==> src/rtl/vga_text_render.sv <==
// vga_text_render: text-mode pixel generator driven by the VGA axis counters.
// For each glyph position it reads the character code from text RAM, then the
// glyph row bitmap from font ROM, and selects one bit. active and both syncs are
// delayed through a matched 2-stage ce-qualified pipeline, so video and syncs
// stay aligned at the output.
//
// Optional feature: define VGA_CURSOR_EN to get a blinking underline cursor
// (6-bit frame counter, blink = bit 5) at (cursor_col, cursor_row).
//
// Ports:
//   clk, reset_n            pixel clock, async active-low reset
//   ce                      pixel clock enable (pipeline advances when high)
//   h_active/h_sync/h_glyph/h_pixel   horizontal axis inputs (sync active low)
//   v_active/v_sync/v_glyph/v_pixel   vertical axis inputs (sync active low)
//   mem_ce                  read enable for both memories (= ce)
//   text_addr, text_data    text RAM address (comb.) / character code
//   font_addr, font_data    font ROM address (comb.) / row bitmap, MSB leftmost
//   cursor_col, cursor_row  cursor position (VGA_CURSOR_EN only)
//   video, hsync, vsync     registered pixel and delayed syncs
module vga_text_render #(
  parameter int unsigned COLUMNS     = 80,
  parameter int unsigned ROWS        = 25,
  parameter int unsigned CELL_WIDTH  = 10,
  parameter int unsigned CELL_HEIGHT = 16,
  parameter int unsigned FONT_WIDTH  = 8
) (
  input  logic                                  clk,
  input  logic                                  reset_n,
  input  logic                                  ce,
  input  logic                                  h_active,
  input  logic                                  h_sync,
  input  logic [$clog2(COLUMNS)-1:0]            h_glyph,
  input  logic [$clog2(CELL_WIDTH)-1:0]         h_pixel,
  input  logic                                  v_active,
  input  logic                                  v_sync,
  input  logic [$clog2(ROWS)-1:0]               v_glyph,
  input  logic [$clog2(CELL_HEIGHT)-1:0]        v_pixel,
  output logic                                  mem_ce,
  output logic [$clog2(COLUMNS*ROWS)-1:0]       text_addr,
  input  logic [7:0]                            text_data,
  output logic [8+$clog2(CELL_HEIGHT)-1:0]      font_addr,
  input  logic [FONT_WIDTH-1:0]                 font_data,
  input  logic [$clog2(COLUMNS)-1:0]            cursor_col,
  input  logic [$clog2(ROWS)-1:0]               cursor_row,
  output logic                                  video,
  output logic                                  hsync,
  output logic                                  vsync
);

  localparam int unsigned HPW = $clog2(CELL_WIDTH);
  localparam int unsigned VPW = $clog2(CELL_HEIGHT);
  localparam int unsigned TAW = $clog2(COLUMNS*ROWS);

  // Stage 1: sideband aligned with the text RAM read
  logic           s1_a;
  logic           s1_hs;
  logic           s1_vs;
  logic [HPW-1:0] s1_hp;
  logic [VPW-1:0] s1_vp;

  // Stage 2: sideband aligned with the font ROM read
  logic           s2_a;
  logic           s2_hs;
  logic           s2_vs;
  logic [HPW-1:0] s2_hp;

  logic font_bit_c;
  logic video_c;

  // Both memories read in lock step with the pixel enable
  assign mem_ce = ce;

  // Out-of-range glyphs wrap harmlessly; the active bit gates the pixel
  assign text_addr = TAW'(32'(v_glyph) * 32'(COLUMNS) + 32'(h_glyph));

  assign font_addr = {text_data, s1_vp};

  // Sideband pipeline
  always_ff @(posedge clk or negedge reset_n) begin
    if (!reset_n) begin
      s1_a  <= 1'b0;
      s1_hs <= 1'b1;
      s1_vs <= 1'b1;
      s1_hp <= '0;
      s1_vp <= '0;
      s2_a  <= 1'b0;
      s2_hs <= 1'b1;
      s2_vs <= 1'b1;
      s2_hp <= '0;
    end else if (ce) begin
      s1_a  <= h_active & v_active;
      s1_hs <= h_sync;
      s1_vs <= v_sync;
      s1_hp <= h_pixel;
      s1_vp <= v_pixel;
      s2_a  <= s1_a;
      s2_hs <= s1_hs;
      s2_vs <= s1_vs;
      s2_hp <= s1_hp;
    end
  end

  // Bit select: MSB is the leftmost pixel; pixels past FONT_WIDTH form the gap
  always_comb begin
    font_bit_c = 1'b0;
    for (int unsigned i = 0; i < FONT_WIDTH; i++) begin
      if (s2_hp == HPW'(i)) begin
        font_bit_c = font_data[FONT_WIDTH-1-i];
      end
    end
  end

`ifdef VGA_CURSOR_EN
  logic       s1_hit;
  logic       s2_hit;
  logic [5:0] frame_cnt;

  // Cursor hit capture and frame counter (counts sampled v_sync falls)
  always_ff @(posedge clk or negedge reset_n) begin
    if (!reset_n) begin
      s1_hit    <= 1'b0;
      s2_hit    <= 1'b0;
      frame_cnt <= '0;
    end else if (ce) begin
      s1_hit <= (h_glyph == cursor_col) & (v_glyph == cursor_row) &
                (v_pixel >= VPW'(CELL_HEIGHT-2));
      s2_hit <= s1_hit;
      if (s1_vs && !v_sync) begin
        frame_cnt <= frame_cnt + 6'd1;
      end
    end
  end

  // Cursor inverts the whole cell width, gap included
  assign video_c = (s2_a & font_bit_c) ^ (s2_hit & s2_a & frame_cnt[5]);
`else
  logic unused_cursor;
  assign unused_cursor = ^{cursor_col, cursor_row};
  assign video_c       = s2_a & font_bit_c;
`endif

  // Output registers
  always_ff @(posedge clk or negedge reset_n) begin
    if (!reset_n) begin
      video <= 1'b0;
      hsync <= 1'b1;
      vsync <= 1'b1;
    end else if (ce) begin
      video <= video_c;
      hsync <= s2_hs;
      vsync <= s2_vs;
    end
  end

endmodule

==> config.mk <==
export PLATFORM = sky130hd
export DESIGN_NAME = vga_text_render
export DESIGN_NICKNAME = d
export VERILOG_FILES = /design/src/rtl/vga_text_render.sv
export SDC_FILE = /design/constraint.sdc
export NUM_CORES = 1
export LEC_CHECK = 0
export ABC_AREA = 1
export CORE_ASPECT_RATIO = 1.4
export CORE_UTILIZATION = 52
export CTS_BUF_LIST = sky130_fd_sc_hd__clkbuf_2
export DETAILED_ROUTE_END_ITERATION = 8
export DONT_BUFFER_PORTS = 1
export PLACE_DENSITY = 0.65
export SLEW_MARGIN = 10
export SYNTH_ARGS = -nofsm -noshare
export SYNTH_HDL_FRONTEND = slang
export SYNTH_SLANG_ARGS = --single-unit
==> constraint.sdc <==
create_clock -name clk -period 2 [get_ports clk]
set_input_delay 0.2 -clock clk [delete_from_list [all_inputs] [get_ports clk]]
set_output_delay 0.2 -clock clk [all_outputs]
set_load 0.01 [all_outputs]
==> impl_metrics.tcl <==
set metrics [dict create \
    status "finished with violations" \
    violations "DRC" \
    fin_util 0.583 \
    grt_first_pass_wirelength_um 3460 \
    cts_max_path_buffers 2 \
    rr_endpoint "video$_DFFE_PN0P_" \
    htreeDepth 1 \
    io_buffers 0 \
    synth_top_area_share 0.292 \
    insertedDiodeCount 0 \
    route.detailed.drc 4 \
    final_cell_mix "nand2_1 (73), dfrtp_1 (15), dlygate4sd3_1 (14)" \
    path_class "in -> out" \
    dp_hpwl_um 1650 \
    endpoint_kind "output port" \
    dieHeight_um 60.9 \
    clock-sinks 21 \
    min_path_type "in -> reg" \
    p_int_uw 623 \
    wl_per_cell_um 12.2 \
    post-place-ws_ps 97.7 \
    syn_inst 163 \
    final_common_cell "nand2_1" \
    final_cells 187 \
    r2r_cells 7 \
    finalNetCount 231 \
    path_max_fanout 2 \
    drt-total-wl_um 2280 \
    viasPerCell 5.33 \
    synth_area_leader_cell "dfrtp_1" \
    core-area_sq_um 2360 \
    cp.arrival_ps 1650 \
    firstDrtPassIters 6 \
    grt_setup_unrepaired "false" \
    drt_iter0_drc 33 \
    tightest_slew_ps 924 \
    cts_tree "done" \
    dieArea_sq_um 2680 \
    ys_types 18 \
    max_stage_delay_ps 560 \
    min_delay_path_depth 3 \
    grt_overflow 0 \
    powerDensity_nw_per_um2 658 \
    cts_buffers 3 \
    maxCapViolCount 0 \
    power_frac_seq 0.562 \
    fp.dieW_um 44.1 \
    fin_crit_ps 1850 \
    grt_pass1_vias 888 \
    fmax_mhz 540 \
    yosysSeqAreaShare 0.414 \
    area_growth_pct 7.00 \
    grt_antenna_before_repair 0 \
    fin_ws_ps 148 \
    power_uw 906 \
    start_util 0.544 \
    syn_area_per_cell_sq_um 7.90 \
    drv_slew 0 \
    syn_area_sq_um 1290 \
    rows 21 \
    pwr-share-clk 0.190 \
    r2r-start "s2_hp[1]$_DFFE_PN0P_" \
    vias 997 \
    power.leakage_nw 0.727 \
    pwr-share-comb 0.248 \
    startpoint_type "primary input" \
    syn_nets 229 \
    yosys-top-cells-area "dfrtp_1 (29%), nand2_1 (22%), dfstp_2 (12%)" \
    path_cells "ha_1 > ha_4 > fa_1 > nand2_1 > inv_1 > nand3_1 > nor2_1 > nand3_1 > nand2_2" \
    slowest_stage "fa_1" \
    clk_pin_slew_ps 180 \
    hold_viol 0 \
    grt_use_total 0.172 \
    boundaryPins 82 \
    clk_latency_ps 300 \
    synth-seq-cells 21 \
    ir_drop_uv 484 \
    timing.final.crit_share 0.926 \
    relSlewSlack 0.382 \
    min_to "s2_vs$_DFFE_PN1P_" \
    crit_required_ps 1800 \
    p_sw_uw 283 \
    postCtsSetupRepairBufs 0 \
    hp-start "ce" \
    setup_viol 0 \
    reg2reg_slack_ps 1050 \
    ant_nets 0 \
    crit_top_cell "nand3_1" \
    grt_max_degree 25 \
    power_switching_share 0.313 \
    dpl.cell_count 169 \
    fin_worst_skew_ps 5.24 \
    setup-tns-final_ps 0 \
    gp_congestion 0.715 \
    ys_warn_count 0 \
    drive_above_1_share 0.0915 \
    root_buffer "clkbuf_2" \
]
-- power by group through the flow --
stage	clock, mW	sequential [mW]	combinational (mW)
2_1_floorplan	0	0.510	0.193
3_3_place_gp	0	0.516	0.175
3_5_place_dp	0	0.517	0.183
4_1_cts	0.185	0.510	0.219
5_1_grt	0.191	0.515	0.260
6_report	0.172	0.509	0.225
-- sequential cells by signal, summed over array words and instances, names as in the netlist --
| register | flops |
|---|---|
| s1_hp | 4 |
| s1_vp | 4 |
| s2_hp | 4 |
| hsync | 1 |
| s1_a | 1 |
| s1_hs | 1 |
| s1_vs | 1 |
| s2_a | 1 |
| s2_hs | 1 |
| s2_vs | 1 |
| video | 1 |
| vsync | 1 |
-- timing repair --
item	in CTS	in global routing
setup endpoints to repair	0	1
hold endpoints to repair	41	0
hold buffers	14	0
gates resized for setup	0	5
-- how the worst max path moves through the flow --
stage	to	depth (start not counted)	from	slack (ps)
after floorplan	text_addr[10]	9	v_glyph[1]	170
after global placement	text_addr[10]	9	v_glyph[1]	120
after detailed placement	text_addr[10]	8	v_glyph[1]	100
after CTS	text_addr[10]	9	v_glyph[1]	100
after global routing	text_addr[10]	9	v_glyph[0]	50
final	text_addr[10]	9	v_glyph[0]	150
-- worst max-delay path, delay by kind of cell --
kind	cells	cell delay (ps)
adders and majority gates	3	950
buffers and inverters	1	60
and+or+nand+nor	5	450
-- cells in the mapped netlist --
cell,count
fa_1,2
o21ai_0,5
inv_1,11
dfrtp_1,15
buf_2,2
or2_1,1
xnor2_1,1
xor2_1,3
inv_2,2
nor2_1,2
dfstp_2,6
a21oi_1,3
nor3_1,1
buf_6,1
nand3_1,11
nand2_1,74
ha_1,9
buf_4,14
-- cells by family (layout without fill, tap and decap cells) --
group,Yosys count,after routing,synth area share
simple gates,89,89,0.273
buf+inv,30,31,0.136
flops,21,21,0.414
fa+ha+maj,11,11,0.119
compound gates,8,8,0.0311
xor+xnor,4,4,0.0272
-- stage by stage --
stage / cell area (sq um) / hold slack (ps)
2_1_floorplan: 1290 / -95.6
3_3_place_gp: 1190 / -95.0
3_5_place_dp: 1190 / -95.0
4_1_cts: 1350 / 86.9
5_1_grt: 1380 / 109
6_report: 1380 / 111
-- routing by layer --
metal / share of wire / vias up / global-route usage / wire length, um
met1: 0.40 / 465 / 0.175 / 920
li1: - / 497 / - / -
met3: 0.059 / 2 / 0.0298 / 135
met4: 0.0057 / 0 / 0.0649 / 13
met5: 0 / - / 0 / 0
met2: 0.53 / 33 / 0.338 / 1210
-- cell type report --
type / count / area, sq um
Clock buffer: 4 / 20.0
Fill cell: 222 / 987
Inverter: 13 / 48.8
Multi-Input combinational cell: 112 / 607
Sequential cell: 21 / 533
Tap cell: 23 / 28.8
Timing Repair Buffer: 14 / 140
(Power assumes the default switching activity.)
